[src/rtl/datapath_pipe.sv]
// Register-file datapath: registered write-back one cycle after issue, committed to the register file the cycle after.
// Forwarding from the write-back stage removes dependent-op stalls; no backpressure, one op accepted per cycle.
module datapath_pipe #(
    parameter int W       = 8,
    parameter int AW      = 2,
    parameter bit R0_ZERO = 1'b0
) (
    input  logic          clk,
    input  logic          rst,
    input  logic          in_valid,
    input  logic          rw,
    input  logic [AW-1:0] da,
    input  logic [AW-1:0] aa,
    input  logic [AW-1:0] ba,
    input  logic          mb,
    input  logic          md,
    input  logic [3:0]    fs,
    input  logic          fl_en,
    input  logic [W-1:0]  constant_in,
    input  logic [W-1:0]  data_in_mem,
    output logic [W-1:0]  address_out,
    output logic [W-1:0]  data_out,
    output logic [W-1:0]  jump_address,
    output logic [W-1:0]  wb_data,
    output logic          wb_valid,
    output logic          v,
    output logic          c,
    output logic          n,
    output logic          z
);
    localparam int DEPTH = 1 << AW;

    logic [W-1:0]  regs [DEPTH];
    logic [AW-1:0] wb_da;
    logic          wb_rw;
    logic          wb_we;

    logic          hit_a;
    logic          hit_b;
    logic [W-1:0]  rf_a;
    logic [W-1:0]  rf_b;
    logic [W-1:0]  a_op;
    logic [W-1:0]  b_reg;
    logic [W-1:0]  b_sel;

    logic [W-1:0]  add_y;
    logic          add_cin;
    logic [W:0]    sum;
    logic [W-1:0]  fu_res;
    logic          fu_v;
    logic          fu_c;
    logic [W-1:0]  result;

    // A pending write to a hard-wired zero register must never be forwarded.
    assign hit_a = wb_valid && wb_rw && (wb_da == aa) && (!R0_ZERO || (aa != '0));
    assign hit_b = wb_valid && wb_rw && (wb_da == ba) && (!R0_ZERO || (ba != '0));

    assign rf_a  = (R0_ZERO && (aa == '0)) ? '0 : regs[aa];
    assign rf_b  = (R0_ZERO && (ba == '0)) ? '0 : regs[ba];

    assign a_op  = hit_a ? wb_data : rf_a;
    assign b_reg = hit_b ? wb_data : rf_b;
    assign b_sel = mb ? constant_in : b_reg;

    assign address_out  = a_op;
    assign jump_address = a_op;
    assign data_out     = b_sel;

    // Every arithmetic code is A + add_y + add_cin; V/C come from that single adder.
    always_comb begin
        add_y   = '0;
        add_cin = 1'b0;
        case (fs[2:0])
            3'b001:  add_y = W'(1);
            3'b010:  add_y = b_sel;
            3'b011: begin
                add_y   = b_sel;
                add_cin = 1'b1;
            end
            3'b100:  add_y = ~b_sel;
            3'b101: begin
                add_y   = ~b_sel;
                add_cin = 1'b1;
            end
            3'b110:  add_y = '1;
            default: add_y = '0;
        endcase
    end

    assign sum = {1'b0, a_op} + {1'b0, add_y} + {{W{1'b0}}, add_cin};

    always_comb begin
        fu_res = '0;
        fu_c   = 1'b0;
        fu_v   = 1'b0;
        if (!fs[3]) begin
            fu_res = sum[W-1:0];
            fu_c   = sum[W];
            fu_v   = (a_op[W-1] == add_y[W-1]) && (sum[W-1] != a_op[W-1]);
        end else begin
            case (fs[2:0])
                3'b000:  fu_res = a_op & b_sel;
                3'b001:  fu_res = a_op | b_sel;
                3'b010:  fu_res = a_op ^ b_sel;
                3'b011:  fu_res = ~a_op;
                3'b100:  fu_res = b_sel;
                3'b101:  fu_res = {1'b0, b_sel[W-1:1]};
                3'b110:  fu_res = {b_sel[W-2:0], 1'b0};
                default: fu_res = '0;
            endcase
        end
    end

    assign result = md ? data_in_mem : fu_res;

    always_ff @(posedge clk or posedge rst) begin
        if (rst) begin
            wb_data  <= '0;
            wb_valid <= 1'b0;
            wb_da    <= '0;
            wb_rw    <= 1'b0;
        end else begin
            wb_valid <= in_valid;
            if (in_valid) begin
                wb_data <= result;
                wb_da   <= da;
                wb_rw   <= rw;
            end
        end
    end

    // Flags track the function unit even when the write-back value is load data.
    always_ff @(posedge clk or posedge rst) begin
        if (rst) begin
            v <= 1'b0;
            c <= 1'b0;
            n <= 1'b0;
            z <= 1'b0;
        end else if (in_valid && fl_en) begin
            v <= fu_v;
            c <= fu_c;
            n <= fu_res[W-1];
            z <= (fu_res == '0);
        end
    end

    assign wb_we = wb_valid && wb_rw && !(R0_ZERO && (wb_da == '0));

    always_ff @(posedge clk or posedge rst) begin
        if (rst) begin
            for (int i = 0; i < DEPTH; i++) begin
                regs[i] <= '0;
            end
        end else if (wb_we) begin
            regs[wb_da] <= wb_data;
        end
    end
endmodule

[config.mk]
export PLATFORM = sky130hd
export DESIGN_NAME = datapath_pipe
export DESIGN_NICKNAME = d
export VERILOG_FILES = /design/src/rtl/datapath_pipe.sv
export SDC_FILE = /design/constraint.sdc
export NUM_CORES = 1
export LEC_CHECK = 0
export CAP_MARGIN = 20
export CORE_MARGIN = 2
export CORE_UTILIZATION = 30
export DETAILED_ROUTE_END_ITERATION = 12
export PLACE_DENSITY = 0.49
export RECOVER_POWER = 25
export REMOVE_ABC_BUFFERS = 1
export SLEW_MARGIN = 25
export SYNTH_ARGS = -nofsm -noshare
export SYNTH_HDL_FRONTEND = slang
export SYNTH_SLANG_ARGS = --single-unit
[constraint.sdc]
create_clock -name clk -period 8.99 [get_ports clk]
set_clock_uncertainty 0.15 [all_clocks]
set_input_delay 2.2475 -clock clk [delete_from_list [all_inputs] [get_ports clk]]
set_output_delay 2.2475 -clock clk [all_outputs]
set_load 0.03 [all_outputs]
==> reports/results.txt <==
The flow ran to the end, and the final reports show no timing, DRC or antenna violations. After Yosys synthesis, XOR and XNOR cells account for 2.94% of the synthesized area. The final hold violation count was 0.

The startpoint of the most critical hold path is c. The synthesized netlist cell count is 397. The area fraction in compound gates after synthesis is 19.3%. The count of non-filler cells in the finished layout is 624, and the count of antenna diodes in the layout is 0. After synthesis the netlist holds a flip-flop and latch count of 48. The category of the most critical setup path is in2out. For the total die area, the log shows 0.0146 mm². The worst reg2reg path endpoint is z. The longest clock path from root to sink contains 2 buffers. The first detailed-routing pass ran for 4 iterations. The post-cts gate resize count is 0. STA classifies the critical path startpoint as an input port.

Routability-driven placement finished with a final weighted congestion of 0.811. For the final cell area excluding filler cells, the log shows 0.00505 mm². Once placement finished, the instance area stood at 0.00487 mm². The logs give 6.59 ns for the required arrival time at the worst endpoint and 0.336 ns for the worst hold slack across all endpoints.

The number of cell instances on the worst register-to-register path was 14; the number of flops mapped to enable cells by yosys was 0. The pre-CTS setup slack is 1.56 ns. The share of cells above drive strength 1 was 20.5%.

The average detailed-routed wire length per instance is 18.8 µm. The tree built by TritonCTS fans out to 48 sinks. Across all layers, the routed design uses 3322 vias. In this run the worst hold path is classified as reg2reg.

After floorplanning, the core was sized to cover 0.0133 mm². The worst path needs 7.41 ns of the cycle, external delays included. The wire-length estimate of the detail-placed layout is 8.93 mm. The run gives 2 as the deepest level of the CTS H-tree.

The mean instance size in the synthesized netlist is 10.3 µm². After detailed placement, the design holds a cell count of 617. The most frequent standard cell in the layout excluding fill and tap cells is sky130_fd_sc_hd__clkdlybuf4s50_1.

Detailed router's first-iteration violation count: 181. The tools report the startpoint of the worst register-to-register path as wb_rw. In this run the remaining antenna-violating nets after routing total 0.

The area growth from synthesis to layout was 23.6%. The pin slew with the least headroom to its limit is 0.962 ns. The detail-routed via count per cell works out to 5.32. Leaving out fill and tap cells, the most frequent cells in the layout are 69 x sky130_fd_sc_hd__clkdlybuf4s50_1, 48 x sky130_fd_sc_hd__dfrtp_1, 44 x sky130_fd_sc_hd__mux2_2.

The tools report the number of buffers added to fix hold violations after cts as 0. The hold path depth is 1. STA classifies the critical path endpoint as a primary output. The maximum number of pins on one net before global-route repair was 49.

The dominant combinational cell family by area after synthesis is multiplexers. Of the total synthesized cell area, the portion taken by full adders, half adders and majority gates is 7.68%. Clock-pin slew was measured on the worst setup and hold paths at 0.07 ns. Among all flip-flop cells after synthesis, the most frequent one is sky130_fd_sc_hd__dfrtp_1.

The aggregate global-route resource usage is 16.8%, and the number of distinct library cells after synthesis is 65. Measured against its own limit, the worst slew margin works out to 35.9%. The portion of synthesized area spent on multiplexers is 24.1%. The final setup slack of the worst path is 1.58 ns, and the post-synthesis sequential area ratio is 29.4%.

The detailed-route DRC error count is 0, and the number of max-cap violations is 0. The first global-routing pass estimated 19.1 mm of wire. The latest clock arrival within the worst-skew pair came out at 0.29 ns.

The overall overflow remaining after global route was 0. For this configuration, the core starts out at a cell density of 30.8%. Port buffering added 69 buffers. Setup repair after global routing left no endpoint under its margin. The number of antenna violations at the first check in global routing is 0, and the largest voltage drop on the vdd net is 0.146 mV. The final period utilization works out to 82.4%. The tools report the number of nets at the end of the flow as 504.

The number of clock buffers inserted by TritonCTS was 5; the synthesis warning total was 0. The number of fill cells is 1355, and the number of failing setup endpoints in the final timing report is 0. 70 I/O pins were placed. The mapped cell area is 0.00409 mm². The endpoint arrival time on the critical path is 5.01 ns. The number of rows created at floorplan was 42. In this run the horizontal extent of the chip is 121 µm. The simple-gate portion of the synthesized area is 9.76%. The tools report the worst-case hold path end point as c. Number of pins exceeding their max-slew limit in the final report: 0. CTS placed an instance of sky130_fd_sc_hd__clkbuf_16 at the clock tree root. The run gives 4.65 ns as the worst setup slack for register-to-register paths.

TritonCTS built the clock tree. The worst-path maximum fanout came out at 10. In the synthesized netlist the async set-or-reset flop fraction comes to 100%.

For the reported leakage power, the log shows 2.05 nW. Once the clock tree was built, the setup fixing pass inserted 0 buffers. The run gives 0.135 GHz as the peak clock frequency supported by timing. Wires add up to 11.7 mm. The vertical die dimension works out to 121 µm. The total power density per cell area came out at 304 mW/mm².

The via count of the first global-routing pass is 3363, and the final sum of negative setup slack is 0 ns.
-- critical path: stages --
cell	delay, ns
sky130_fd_sc_hd__clkdlybuf4s50_1	0.78
sky130_fd_sc_hd__xor2_1	0.21
sky130_fd_sc_hd__nor3_4	0.46
sky130_fd_sc_hd__mux2i_1	0.49
sky130_fd_sc_hd__inv_1	0.19
sky130_fd_sc_hd__clkdlybuf4s50_1	0.63
-- how the worst max path moves through the flow --
stage          startpoint             end  slack [ns]  cells past startpoint
6_report            aa[1]  address_out[1]        1.58                      6
4_1_cts             ba[0]     data_out[5]        1.55                      6
3_3_place_gp        ba[0]     data_out[5]        1.58                      6
2_1_floorplan       aa[0]  address_out[1]        3.03                      4
3_5_place_dp        ba[0]     data_out[5]        1.56                      6
5_1_grt             ba[0]     data_out[5]        1.40                      7
-- routing by layer --
| metal | part of all wire [%] | global-route usage [%] | up-vias | wire [µm] |
|---|---|---|---|---|
| met5 | 0 | 0 | - | 0 |
| met4 | 0.64 | 3.05 | 0 | 75 |
| met2 | 51 | 28.8 | 68 | 5950 |
| met1 | 46 | 22.9 | 1662 | 5350 |
| met3 | 3.1 | 2.12 | 5 | 364 |
| li1 | - | - | 1587 | - |
-- cell usage after synthesis, types with 8 or more instances --
cell type / count / share of area [%]
sky130_fd_sc_hd__nand2_1: 21 / 1.9
sky130_fd_sc_hd__mux2i_1: 9 / 2.2
sky130_fd_sc_hd__mux4_2: 15 / 8.3
sky130_fd_sc_hd__mux2_2: 44 / 12
sky130_fd_sc_hd__nor3_1: 8 / 0.98
sky130_fd_sc_hd__nor2_1: 25 / 2.3
sky130_fd_sc_hd__clkbuf_1: 12 / 1.1
sky130_fd_sc_hd__o21ai_0: 17 / 2.1
sky130_fd_sc_hd__inv_1: 23 / 2.1
sky130_fd_sc_hd__dfrtp_1: 48 / 29
sky130_fd_sc_hd__a21oi_1: 11 / 1.3
sky130_fd_sc_hd__buf_4: 12 / 2.2
sky130_fd_sc_hd__a211oi_1: 9 / 1.7
sky130_fd_sc_hd__ha_1: 21 / 6.4
sky130_fd_sc_hd__o31a_1: 9 / 1.9
-- cells by family after synthesis --
group,Yosys count
flip-flops,48
AND/OR/NAND/NOR,81
adder cells (fa/ha/maj),24
XOR/XNOR,12
buffers and inverters,59
AO/OA/AOI/OAI,102
multiplexers,71
-- power breakdown --
| group | total (mW) | internal, mW | switching, mW | leakage (nW) |
|---|---|---|---|---|
| Clock | 0.242 | 0.158 | 0.0842 | 0.0899 |
| Sequential | 0.392 | 0.305 | 0.0870 | 0.581 |
| Combinational | 0.903 | 0.427 | 0.476 | 1.38 |
-- state kept, by name, indices dropped and copies added, names as in the netlist --
register and flops:
regs 32, wb_da 2, wb_valid 1, n 1, v 1, z 1
wb_data 8, wb_rw 1, c 1
-- metrics by stage --
step / util, % / total power, mW
after floorplan: - / 0.991
after global placement: 36.7 / 1.29
after detailed placement: 36.7 / 1.30
after CTS: 38.1 / 1.55
after global routing: 38.0 / 1.65
final: 38.0 / 1.54
-- cell type report --
class | count | area [µm²] | area share (%)
inverter | 28 | 109 | 2.15
tap | 176 | 220 | 4.36
clock inverter | 2 | 60.1 | 1.19
timing repair buffer | 75 | 728 | 14.4
clock buffer | 5 | 125 | 2.48
sequential | 48 | 1200 | 23.8
multi-input combinational | 290 | 2610 | 51.6
Power figures use the tool's default switching activity.
